--- config.mk ---
export PLATFORM = sky130hd
export DESIGN_NAME = rf_wport_arbiter
export DESIGN_NICKNAME = d
export VERILOG_FILES = /design/src/rtl/rf_wport_arbiter_pkg.sv /design/src/rtl/rf_wport_arbiter_wfifo.sv /design/src/rtl/rf_wport_arbiter.sv
export SDC_FILE = /design/constraint.sdc
export NUM_CORES = 1
export LEC_CHECK = 0
export BUFFER_PORTS_ARGS = -buffer_cell sky130_fd_sc_hd__buf_4
export CAP_MARGIN = 20
export CELL_PAD_IN_SITES_DETAIL_PLACEMENT = 1
export CELL_PAD_IN_SITES_GLOBAL_PLACEMENT = 1
export CORE_MARGIN = 4
export CORE_UTILIZATION = 40
export DETAILED_ROUTE_END_ITERATION = 8
export PLACE_DENSITY = 0.88
export SLEW_MARGIN = 30
export SYNTH_ARGS = -nofsm -noshare
export SYNTH_HDL_FRONTEND = slang
export SYNTH_HIERARCHICAL = 1
export SYNTH_SLANG_ARGS = --single-unit
--- constraint.sdc ---
create_clock -name clk -period 3.11 [get_ports clk]
set_clock_uncertainty 0.2 [all_clocks]
set_input_delay 0.4665 -clock clk [delete_from_list [all_inputs] [get_ports clk]]
set_output_delay 0.4665 -clock clk [all_outputs]
set_load 0.01 [all_outputs]
--- src/rtl/rf_wport_arbiter_pkg.sv ---
// Shared register-file write-port types.
// Used by the write-port arbiter and reusable by WB/MEM.
package rf_wport_arbiter_pkg;

    localparam int RF_ADDR_W = 5;
    localparam int RF_DATA_W = 32;
    localparam int RF_WE_W   = 4;

    localparam logic [RF_WE_W-1:0] RF_WE_ALL  = '1;
    localparam logic [RF_WE_W-1:0] RF_WE_NONE = '0;

    typedef struct packed {
        logic [RF_WE_W-1:0]   we;
        logic [RF_ADDR_W-1:0] addr;
        logic [RF_DATA_W-1:0] data;
    } rf_wreq_t;

    typedef struct packed {
        logic [RF_ADDR_W-1:0] addr;
        logic [RF_DATA_W-1:0] data;
    } ll_entry_t;

endpackage

--- src/rtl/rf_wport_arbiter_wfifo.sv ---
// Small synchronous FIFO holding long-latency results
// until the register-file write port is free.
module rf_wfifo
    import rf_wport_arbiter_pkg::*;
#(
    parameter int DEPTH = 2
) (
    input  logic      clk,
    input  logic      reset,
    input  logic      push,
    input  ll_entry_t push_data,
    input  logic      pop,
    output logic      full,
    output logic      empty,
    output ll_entry_t head
);

    localparam int PW = $clog2(DEPTH);
    localparam int CW = PW + 1;

    logic [PW-1:0] wr_ptr_q, wr_ptr_d;
    logic [PW-1:0] rd_ptr_q, rd_ptr_d;
    logic [CW-1:0] cnt_q, cnt_d;
    ll_entry_t     mem_q [DEPTH];
    ll_entry_t     mem_d [DEPTH];
    logic          push_ok;
    logic          pop_ok;

    assign full  = (cnt_q == CW'(DEPTH));
    assign empty = (cnt_q == '0);
    assign head  = mem_q[rd_ptr_q];

    always_comb begin
        push_ok  = push && !full;
        pop_ok   = pop && !empty;
        mem_d    = mem_q;
        wr_ptr_d = wr_ptr_q;
        rd_ptr_d = rd_ptr_q;
        if (push_ok) begin
            mem_d[wr_ptr_q] = push_data;
            wr_ptr_d        = wr_ptr_q + 1'b1;
        end
        if (pop_ok) begin
            rd_ptr_d = rd_ptr_q + 1'b1;
        end
        cnt_d = cnt_q + CW'(push_ok) - CW'(pop_ok);
    end

    always_ff @(posedge clk) begin
        if (reset) begin
            wr_ptr_q <= '0;
            rd_ptr_q <= '0;
            cnt_q    <= '0;
        end else begin
            wr_ptr_q <= wr_ptr_d;
            rd_ptr_q <= rd_ptr_d;
            cnt_q    <= cnt_d;
        end
    end

    always_ff @(posedge clk) begin
        mem_q <= mem_d;
    end

endmodule

--- src/rtl/rf_wport_arbiter.sv ---
// Arbitrates the regfile write port between WB and long-latency
// writeback, with starvation guard and busy scoreboard for ID.
module rf_wport_arbiter
    import rf_wport_arbiter_pkg::*;
#(
    parameter int DEPTH        = 2,
    parameter int STARVE_LIMIT = 4
) (
    input  logic                 clk,
    input  logic                 reset,
    input  logic [RF_WE_W-1:0]   wb_we,
    input  logic [RF_ADDR_W-1:0] wb_waddr,
    input  logic [RF_DATA_W-1:0] wb_wdata,
    input  logic                 ll_valid,
    input  logic [RF_ADDR_W-1:0] ll_waddr,
    input  logic [RF_DATA_W-1:0] ll_wdata,
    output logic                 ll_ready,
    input  logic                 iss_valid,
    input  logic [RF_ADDR_W-1:0] iss_rd,
    input  logic [RF_ADDR_W-1:0] id_rs1,
    input  logic [RF_ADDR_W-1:0] id_rs2,
    input  logic [RF_ADDR_W-1:0] id_rd,
    output logic                 id_sb_stall,
    output logic                 wb_hold,
    output logic [RF_WE_W-1:0]   rf_we,
    output logic [RF_ADDR_W-1:0] rf_waddr,
    output logic [RF_DATA_W-1:0] rf_wdata,
    output logic [31:0]          busy_vec
);

    localparam int SW = $clog2(STARVE_LIMIT + 1);

    logic          full;
    logic          empty;
    logic          push;
    logic          pop;
    logic          wb_act;
    ll_entry_t     head;
    ll_entry_t     push_data;
    rf_wreq_t      grant;
    logic [SW-1:0] starve_q, starve_d;
    logic          wb_hold_q, wb_hold_d;
    logic [31:0]   busy_q, busy_d;

    rf_wfifo #(
        .DEPTH(DEPTH)
    ) u_fifo (
        .clk      (clk),
        .reset    (reset),
        .push     (push),
        .push_data(push_data),
        .pop      (pop),
        .full     (full),
        .empty    (empty),
        .head     (head)
    );

    always_comb begin
        wb_act    = |wb_we;
        push      = ll_valid && !full;
        push_data = '{addr: ll_waddr, data: ll_wdata};
        pop       = !reset && !wb_act && !empty;
        grant     = '{we: RF_WE_NONE, addr: '0, data: '0};
        // Reset outranks both sources so no write leaks out mid-reset.
        priority case (1'b1)
            reset:  grant = '{we: RF_WE_NONE, addr: '0, data: '0};
            wb_act: grant = '{we: wb_we, addr: wb_waddr, data: wb_wdata};
            !empty: grant = '{we: RF_WE_ALL, addr: head.addr, data: head.data};
            default: ;
        endcase
    end

    always_comb begin
        starve_d = starve_q;
        if (empty || pop) begin
            starve_d = '0;
        end else if (starve_q != SW'(STARVE_LIMIT)) begin
            starve_d = starve_q + 1'b1;
        end
        wb_hold_d = !empty && !pop && (starve_d >= SW'(STARVE_LIMIT - 1));
    end

    always_comb begin
        busy_d = busy_q;
        if (pop) begin
            busy_d[head.addr] = 1'b0;
        end
        if (iss_valid) begin
            busy_d[iss_rd] = 1'b1;
        end
        busy_d[0] = 1'b0;
    end

    always_ff @(posedge clk) begin
        if (reset) begin
            starve_q  <= '0;
            wb_hold_q <= 1'b0;
            busy_q    <= '0;
        end else begin
            starve_q  <= starve_d;
            wb_hold_q <= wb_hold_d;
            busy_q    <= busy_d;
        end
    end

    assign ll_ready    = !full;
    assign wb_hold     = wb_hold_q;
    assign busy_vec    = busy_q;
    assign rf_we       = grant.we;
    assign rf_waddr    = grant.addr;
    assign rf_wdata    = grant.data;
    assign id_sb_stall = ((id_rs1 != '0) && busy_q[id_rs1])
                      || ((id_rs2 != '0) && busy_q[id_rs2])
                      || ((id_rd  != '0) && busy_q[id_rd]);

    a_no_wb_during_hold: assert property (
        @(posedge clk) disable iff (reset) !(wb_hold_q && (|wb_we))
    );

endmodule

==> flow_metrics.py <==
metrics = {
    "status": {
        "status": "finished clean",
    },
    "synth": {
        "synth_seq_cells": 113,
        "syn_area_um2": 5600,
        "synth_edf_count": 74,
        "syn-num-nets": 573,
        "synth.avg_cell_area_um2": 12.0,
        "ys_types": 53,
        "async_flop_share": 0,
        "ys.flop_type": "edfxtp_1",
        "synthCells": 467,
        "yosysSeqAreaShare": 0.536,
        "ys_warn_count": 6,
    },
    "sta": {
        "hold_slack_ps": 47.1,
        "timing_hold_violations_final": 0,
        "worst_pin_slew_ps": 707,
        "slew_headroom": 0.517,
        "period_share": 0.952,
        "finalMaxSlewViolations": 0,
        "fin_setup_tns_ps": 0,
        "finalCriticalPeriod_ps": 2960,
        "fmax_mhz": 338,
        "setup_viol": 0,
        "fin_ws_ps": 151,
        "rsz0062_at_grt": "false",
    },
    "global_routing": {
        "grt_pass1_vias": 5125,
        "track_usage": 0.229,
        "grt_pass1_wl_um": 28600,
        "grt_max_degree": 42,
        "antenna_found_initial": 0,
        "overflow": 0,
    },
    "place": {
        "gp_congestion": 0.869,
        "dp.cells": 800,
        "place_hpwl_um": 13800,
        "dpl_worst_slack_ps": 133,
        "placed_cell_area_um2": 7090,
        "portBuffers": 176,
    },
    "detailed_routing": {
        "drt_iter0_drc": 359,
        "routed_wl_um": 18200,
        "wl_per_cell_um": 21.8,
        "final_antenna_net_count": 0,
        "drc_errors": 0,
        "vias": 4733,
        "firstDrtPassIters": 5,
        "avgViaCountPerCell": 5.70,
    },
    "floorplanning": {
        "die_h_um": 126,
        "rows": 42,
        "die_x_um": 126,
        "ioPinCount": 178,
        "die-area_um2": 16000,
        "start_util": 0.416,
        "core-area_um2": 13500,
    },
    "layout": {
        "fin_area_um2": 7610,
        "fin_cells": 831,
        "multi_input_area_um2": 2430,
        "fill_cells": 1455,
        "syn2layout_area_growth_pct": 35.8,
        "utilization": 0.566,
        "drive_gt1_frac": 0.424,
        "final_nets": 749,
        "mostFrequentLayoutCell": "buf_4",
        "antennaDiodeCount": 0,
        "regArea_um2": 3000,
        "layout_common_cells": "185 x buf_4, 74 x edfxtp_1, 45 x mux2_2",
    },
    "setup_path": {
        "crit_type": "input port to output pin",
        "r2r_cells": 10,
        "path_max_fanout": 31,
        "worstPathRequired_ps": 2440,
        "crit_arrival_ps": 2290,
        "worst_setup_path_start_kind": "input port",
        "end_kind": "output pin",
    },
    "power": {
        "p_sw_mw": 0.944,
        "pwr-share-seq": 0.442,
        "power_density_nw_per_um2": 524,
        "peakVddDrop_mv": 0.376,
        "p_clk_frac": 0.422,
        "internal_power_mw": 3.04,
        "power_mw": 3.99,
        "sw_frac_of_total": 0.237,
        "pwr-share-comb": 0.137,
        "p_leak_nw": 3.04,
    },
    "cts": {
        "clk_latency_ps": 400,
        "clock_sinks": 113,
        "cts_buffers": 17,
        "cts.htree.levels": 4,
        "clkSlewWorstSetupHoldPaths_ps": 50,
        "cts_root_buffer": "clkbuf_16",
        "cts_tree": "yes",
        "clk_path_buf_depth": 2,
    },
    "min_path": {
        "hold_path_class": "input port to register",
        "hold_depth": 1,
    },
    "flow_run": {
        "maxCapViolations": 0,
    },
}
==> cell families after synthesis <==
family / after synthesis / share of synthesized area
other: 1 / 0.000669
AOI/OAI and AO/OA: 126 / 0.146
buffers and inverters: 43 / 0.0324
DFF: 113 / 0.536
xor gates and xnor gates: 3 / 0.00469
muxes: 69 / 0.167
and+or+nand+nor: 108 / 0.105
adders and majority gates: 4 / 0.00893
==> metal layers <==
| layer | GRT usage | part of all wire | up-vias |
|---|---|---|---|
| li1 | - | - | 2135 |
| met1 | 0.276 | 0.40 | 2343 |
| met2 | 0.399 | 0.50 | 233 |
| met3 | 0.0723 | 0.088 | 22 |
| met4 | 0.0587 | 0.012 | 0 |
| met5 | 0 | 0 | - |
==> cells in the mapped netlist (all sizes together), types with 2 or more instances <==
cell / n / area [µm²]
inv: 14 / 52.6
nand3b: 3 / 22.5
nor3: 7 / 35.0
nand2: 41 / 154
nor2b: 8 / 50.1
mux4: 15 / 338
ha: 4 / 50.1
a22o: 37 / 324
or4b: 2 / 27.5
nor3b: 7 / 52.6
or3: 3 / 23.8
a2111oi: 4 / 35.0
o211ai: 4 / 30.0
nor2: 11 / 41.3
mux2: 45 / 507
nand3: 5 / 25.0
buf: 10 / 57.6
o21ai: 37 / 185
nand4b: 3 / 26.3
xnor2: 2 / 17.5
edfxtp: 74 / 2220
dfxtp: 39 / 781
a21oi: 36 / 180
clkbuf: 18 / 67.6
and3b: 2 / 17.5
mux2i: 9 / 90.1
nand2b: 6 / 40.0
and3: 3 / 20.0
==> worst max-delay path: stages <==
cell and delay (ps):
buf_4 120, or4_4 530, or3_4 380, clkinv_1 90, buf_4 320, a22o_1 240, buf_4 130
==> final timing paths <==
kind                                                   start                      endpoint  slack, ps
worst min-delay path                             ll_waddr[0]    u_fifo/mem_q[69]$_DFFE_PP_         50
worst max-delay path                                wb_we[2]                  rf_wdata[29]        150
worst max register to register    u_fifo/cnt_q[1]$_SDFF_PP0_    u_fifo/cnt_q[1]$_SDFF_PP0_        620
worst min register to register  u_fifo/wr_ptr_q$_SDFFE_PP0P_  u_fifo/wr_ptr_q$_SDFFE_PP0P_        300
==> flip-flops by register name, indices dropped and copies added (netlist names) <==
signal,flops
wb_hold,1
u_fifo/wr_ptr_q,1
busy_vec,31
u_fifo/rd_ptr_q,1
u_fifo/cnt_q,2
starve_q,3
u_fifo/mem_q,74
==> power groups by stage <==
stage	Sequential, mW	Clock [mW]	Combinational [mW]
after floorplan	1.77	0	0.270
after global placement	1.78	0	0.515
after detailed placement	1.79	0	0.543
after CTS	1.76	1.71	0.548
after global routing	1.77	1.79	0.591
final	1.76	1.68	0.545
==> area by class of cell <==
type / count / area share
Sequential cell: 113 / 0.395
Multi-Input combinational cell: 311 / 0.320
Timing Repair Buffer: 185 / 0.182
Clock buffer: 20 / 0.0574
Tap cell: 176 / 0.0289
Clock inverter: 11 / 0.00953
Inverter: 15 / 0.00740
==> timing repair <==
item                       in CTS  in global routing
hold endpoints to repair        0                  0
resized for setup               0                  2
buffers inserted                0                  0
hold buffers                    0                  0
setup endpoints to repair       0                  1
Note: power is estimated with default switching activity, not from simulation.
